### config.mk
export PLATFORM = sky130hd
export DESIGN_NAME = fetch_exec_sequencer
export DESIGN_NICKNAME = d
export VERILOG_FILES = /design/src/rtl/fetch_exec_sequencer.sv
export SDC_FILE = /design/constraint.sdc
export NUM_CORES = 1
export LEC_CHECK = 0
export CAP_MARGIN = 20
export CORE_MARGIN = 2
export CORE_UTILIZATION = 43
export DETAILED_ROUTE_END_ITERATION = 8
export HOLD_SLACK_MARGIN = 0.05
export PLACE_DENSITY = 0.81
export SLEW_MARGIN = 20
export SYNTH_ARGS = -nofsm -noshare
export SYNTH_HDL_FRONTEND = slang
export SYNTH_SLANG_ARGS = --single-unit
export TNS_END_PERCENT = 50
### constraint.sdc
create_clock -name clk -period 2.3 [get_ports clk]
set_clock_uncertainty 0.05 [all_clocks]
set_input_delay 0.46 -clock clk [delete_from_list [all_inputs] [get_ports clk]]
set_output_delay 0.46 -clock clk [all_outputs]
set_load 0.1 [all_outputs]
### src/rtl/fetch_exec_sequencer.sv
// Two-cycle fetch/execute controller for a 4-bit accumulator machine.
// It sits on an external program counter and a combinational instruction ROM.
module fetch_exec_sequencer #(
  parameter int ADDR_W = 4,
  parameter int DATA_W = 4
) (
  input  logic              clk,
  input  logic              resetn,
  input  logic              run,
  input  logic [ADDR_W-1:0] pc_in,
  output logic [ADDR_W-1:0] instr_addr,
  input  logic [DATA_W+3:0] instr_data,
  output logic              PCload,
  output logic              PCinc,
  output logic [ADDR_W-1:0] load_in,
  output logic [DATA_W-1:0] acc,
  output logic [DATA_W+3:0] ir,
  output logic              busy,
  output logic              halted
);

  typedef enum logic [1:0] {S_IDLE, S_FETCH, S_EXEC, S_HALT} state_t;

  localparam logic [3:0] OP_LDI  = 4'h1;
  localparam logic [3:0] OP_ADDI = 4'h2;
  localparam logic [3:0] OP_SUBI = 4'h3;
  localparam logic [3:0] OP_JMP  = 4'h4;
  localparam logic [3:0] OP_JZ   = 4'h5;
  localparam logic [3:0] OP_JNZ  = 4'h6;
  localparam logic [3:0] OP_HALT = 4'hF;

  state_t              state_q, state_d;
  logic [DATA_W-1:0]   acc_q, acc_d;
  logic [DATA_W+3:0]   ir_q, ir_d;
  logic [3:0]          opcode;
  logic [DATA_W-1:0]   imm;
  logic [ADDR_W-1:0]   tgt;

  assign opcode     = ir_q[DATA_W+3:DATA_W];
  assign imm        = ir_q[DATA_W-1:0];
  assign tgt        = ADDR_W'(imm);
  assign instr_addr = pc_in;
  assign acc        = acc_q;
  assign ir         = ir_q;
  assign busy       = (state_q == S_FETCH) || (state_q == S_EXEC);
  assign halted     = (state_q == S_HALT);

  always_ff @(posedge clk or negedge resetn) begin
    if (!resetn) begin
      state_q <= S_IDLE;
      acc_q   <= '0;
      ir_q    <= '0;
    end else begin
      state_q <= state_d;
      acc_q   <= acc_d;
      ir_q    <= ir_d;
    end
  end

  always_comb begin
    state_d = state_q;
    acc_d   = acc_q;
    ir_d    = ir_q;
    PCload  = 1'b0;
    PCinc   = 1'b0;
    load_in = '0;
    case (state_q)
      S_IDLE:  if (run) state_d = S_FETCH;
      S_FETCH: begin
        ir_d    = instr_data;
        state_d = S_EXEC;
      end
      S_EXEC: begin
        // The instruction always retires; run only decides what follows it.
        state_d = run ? S_FETCH : S_IDLE;
        case (opcode)
          OP_HALT: state_d = S_HALT;
          OP_LDI: begin
            acc_d = imm;
            PCinc = 1'b1;
          end
          OP_ADDI: begin
            acc_d = acc_q + imm;
            PCinc = 1'b1;
          end
          OP_SUBI: begin
            acc_d = acc_q - imm;
            PCinc = 1'b1;
          end
          OP_JMP: begin
            PCload  = 1'b1;
            load_in = tgt;
          end
          OP_JZ: begin
            if (acc_q == '0) begin
              PCload  = 1'b1;
              load_in = tgt;
            end else begin
              PCinc = 1'b1;
            end
          end
          OP_JNZ: begin
            if (acc_q != '0) begin
              PCload  = 1'b1;
              load_in = tgt;
            end else begin
              PCinc = 1'b1;
            end
          end
          default: PCinc = 1'b1;  // NOP and every undefined opcode
        endcase
      end
      S_HALT:  state_d = S_HALT;
      default: state_d = S_IDLE;
    endcase
  end

endmodule
# After elaboration in Yosys (flattened, before gate mapping)
# Index checks and enable logic that the tools add are counted.
# word_totals
register_bits	14
in_bits	15
output_inout_bits	24
# op_classes
n_addsub	2
eq_ne	11
mux	17
reduce_logical	7
# ops
operator	count
case mux 4 bit (3 select lines)	2
equality test 4 x 3 -> 1 bit (second input constant)	3
2-to-1 mux 4 bit	3
equality test 4 x 2 -> 1 bit (second input constant)	2
case mux 2 bit (4 select lines)	1
2-to-1 mux 1 bit	7
case mux 1 bit (3 select lines)	2
adder 4 bit	1
equality test 2 bit (second input constant)	2
equality test 4 x 1 -> 1 bit (second input constant)	1
equality test 4 bit (second input constant)	1
zero test 4 bit	1
2-to-1 mux 2 bit	2
nonzero test 4 bit	1
subtractor 4 bit	1
nonzero test 3 bit	1
equality test 2 x 1 -> 1 bit (second input constant)	1
zero test 2 bit	1
inequality test 2 bit (second input constant)	1
AND reduction 2 bit	1
OR reduction 2 bit	1
logical OR 1 bit	1

# Longest topological paths before layout
# depth
word_depth	4
mapped_depth	10

# Worst setup path before layout
# No wires, ideal clock.
# synth_path
path_type	reg-to-output
start	register acc_q[1] (netlist: acc[1])
end	output load_in[0]
t_arrival_ns	2.834
required_ns	1.790
setup_slack_ns	-1.044
path_stages_with_launch	6
n_path_buf	0
cell_sequence	dfrtp_1 -> nor4_2 -> mux2_1 -> nor2_1 -> and3_4 -> and2_1
# synth_between
elab_chain_len	4
# synth_lines
element	line	text
start: declaration	33	logic [DATA_W-1:0] acc_q, acc_d;
start signal: assignment	51	acc_q <= '0;
start signal: assignment	55	acc_q <= acc_d;
nonzero test 4 bit / zero test 4 bit (equally long branches)	103, 95	
2-to-1 mux 4 bit, on equally long branches	103, 95	
case mux 4 bit (3 select lines) *	76	case (opcode)
2-to-1 mux 4 bit *	67	case (state_q)
end: declaration	15	output logic [ADDR_W-1:0] load_in,
# Mark *: on every way between the ends. The rest lies on a longest branch, timed or not.

# Final worst setup path
# layout_path
start	register acc_q[2] (netlist: acc[2])
end	output load_in[3]
# Same word-level chain as after synthesis.

==> impl_metrics.yaml <==
timing:
  finalHoldViolCount: 0
  timing.final.ws_setup_ps: -272.0
  timing.final.crit_share: 1.118
  fmax_mhz: 388.8
  worst_pin_slew_ps: 636.5
  rsz0062_at_grt: "yes"
  slew_viol_final: 0
  min_period_ps: 2572
  whs_ps: 488.2
  finalSetupViolCount: 6
  slew_headroom: 0.5743
placed_design:
  gp_congestion: 0.8916
  place_area_sq_um: 1380
  port_buffers: 30
  dp.final_hpwl_mm: 1.827
yosys:
  synth_top_area_share: 0.3571
  syn_area_sq_um: 980.9
  synth_nets: 121
  syn-mean-instance-area_sq_um: 10.22
  syn_inst: 96
  ys.flop_type: "dfrtp_1"
  yosysSeqAreaShare: 0.3571
  synth_cell_types: 33
  synth.most_common_cell: "dfrtp_1"
  yosysWarnings: 0
  synth_commonest_cells: "dfrtp_1 (14), ha_1 (9), nand2_1 (9)"
  ys_ff_latch: 14
  synth-edff-count: 0
  synthArstFlopShare: 1.000
  yosysTopAreaCell: "dfrtp_1"
  ys_top_cells_by_area: "dfrtp_1 (36%), ha_1 (11%), mux2_2 (8.0%), and2_1 (3.8%), buf_4 (3.8%)"
clocking:
  cts.sinks: 14
  cts_made_buffers: 3
  ctsRootBufferMaster: "clkbuf_4"
  clkLatencyLatePin_ps: 310
  clk_pin_slew_ps: 90
  cts_tree: "built"
  htreeDepth: 1
  cts_max_path_buffers: 2
cells_and_area:
  area_growth_pct: 47.32
  final_layout_size_suffix_gt1_frac: 0.4504
  layout.nets: 157
  nFillCells: 165
  diodes: 0
  final_area_sq_um: 1445
setup_path:
  crit_path_start: "acc[2]$_DFFE_PN0P_"
  r2r-start: "ir[5]$_DFFE_PN0N_"
  path_class: "reg2out"
  startpoint_type: "flop"
  reg2reg_slack_ps: 160
  required_ps: 1790
  r2r_cells: 6
  r2r-end: "acc[2]$_DFFE_PN0P_"
  end_kind: "output pin"
  crit_arrival_ps: 2060
  cp_max_fo: 5
  critPathCapture: "load_in[3]"
route:
  drc_errors: 0
  met1Wirelength_mm: 1.014
  met3_length_um: 119
  drt_iter0_drc: 12
  wirelength_mm: 2.420
  vias: 817
  top_layer: "met4"
  ant_nets: 0
  routedWlPerCell_um: 15.22
  wl_met2_mm: 1.226
  dr.pass1.iters: 4
  viasPerCell: 5.138
global_routing:
  grt_pass1_vias: 827
  grt_usage: 0.2104
  antenna_found_initial: 0
  grt-ovfl-total: 0
  grt_max_degree: 15
  grt_pass1_wl_mm: 3.995
floorplanning:
  start_util: 0.4477
  die_h_um: 51.76
  coreArea_sq_um: 2191
  die_area_sq_um: 2679
  fp-row-count: 17
  die_x_um: 51.76
  io_pins: 39
run_status:
  status: "complete, but fails checks"
  failed_checks: "setup timing"
min_path:
  hold_path_class: "in2async"
flow_run:
  cap_violations: 0
[per-layer routing]
| layer | vias up | track usage |
|---|---|---|
| li1 | 396 | - |
| met2 | 19 | 0.3504 |
| met1 | 397 | 0.2550 |
| met3 | 5 | 0.04598 |
| met5 | - | 0 |
| met4 | 0 | 0.1053 |
[cells in the final DEF, fill, tap and decap left out, drive strengths merged, types with 4 or more instances in the layout]
master	netlist	layout
o21ai	8	8
mux2	8	8
dfrtp	14	14
xnor2	4	4
nor2	4	4
and2	6	6
ha	9	9
clkbuf	1	4
clkdlybuf4s50	0	10
buf	5	27
inv	8	8
nand2	9	9
[metrics by stage]
step / TNS, ps / util / setup slack (ps) / instances
2_1_floorplan: -2484 / - / -397.6 / 96
3_3_place_gp: 0 / 0.6299 / 57.47 / 154
3_5_place_dp: 0 / 0.6299 / 28.32 / 154
4_1_cts: -1516 / 0.6591 / -283.7 / 159
5_1_grt: -1708 / 0.6596 / -314.3 / 159
6_report: -1430 / 0.6596 / -272.0 / 159
[worst max-delay path, stage by stage (launching register included)]
cell	delay [ps]
dfrtp_4	500
nor4_4	290
mux2_4	340
nor2_4	90
and3_4	210
and2_4	160
buf_12	170
[repair_timing]
item | 4_1_cts | 5_1_grt
endpoints found under the setup margin | 6 | 7
setup buffers | 1 | 0
hold buffers | 0 | 0
gates resized for setup | 4 | 1
pin swaps | 3 | 1
[worst min-delay path by stage]
stage	endpoint	startpoint	cells past startpoint	slack, ps
final	ir[0]$_DFFE_PN0N_	resetn	1	490
after global routing	state_q[1]$_DFFE_PN0P_	state_q[1]$_DFFE_PN0P_	1	530
after floorplan	acc[0]$_DFFE_PN0P_	resetn	0	110
after global placement	state_q[1]$_DFFE_PN0P_	state_q[1]$_DFFE_PN0P_	1	480
after detailed placement	state_q[1]$_DFFE_PN0P_	state_q[1]$_DFFE_PN0P_	1	500
after CTS	state_q[1]$_DFFE_PN0P_	state_q[1]$_DFFE_PN0P_	1	510
[flip-flops by register name, indices dropped and copies added, names as in the netlist]
signal and flops:
state_q 2, ir 8, acc 4
[kinds of logic after synthesis]
logic type	after synthesis	synth area share
flops	14	0.3571
buf+inv	14	0.07271
fa+ha+maj	10	0.1352
xor+xnor	4	0.04338
compound gates	15	0.1020
simple gates	29	0.1773
mux	10	0.1122
[cell type report]
class                      count  area (sq um)  area share
inverter                       8         30.03     0.02078
multi-input combinational     68         590.6      0.4087
clock buffer                   4         36.28     0.02511
timing repair buffer          37         390.4      0.2701
sequential                    14         362.8      0.2511
tap                           28         35.03     0.02424
Power is not shown: default switching activity piles up to over one toggle a cycle in this logic, so the estimate is an artifact.
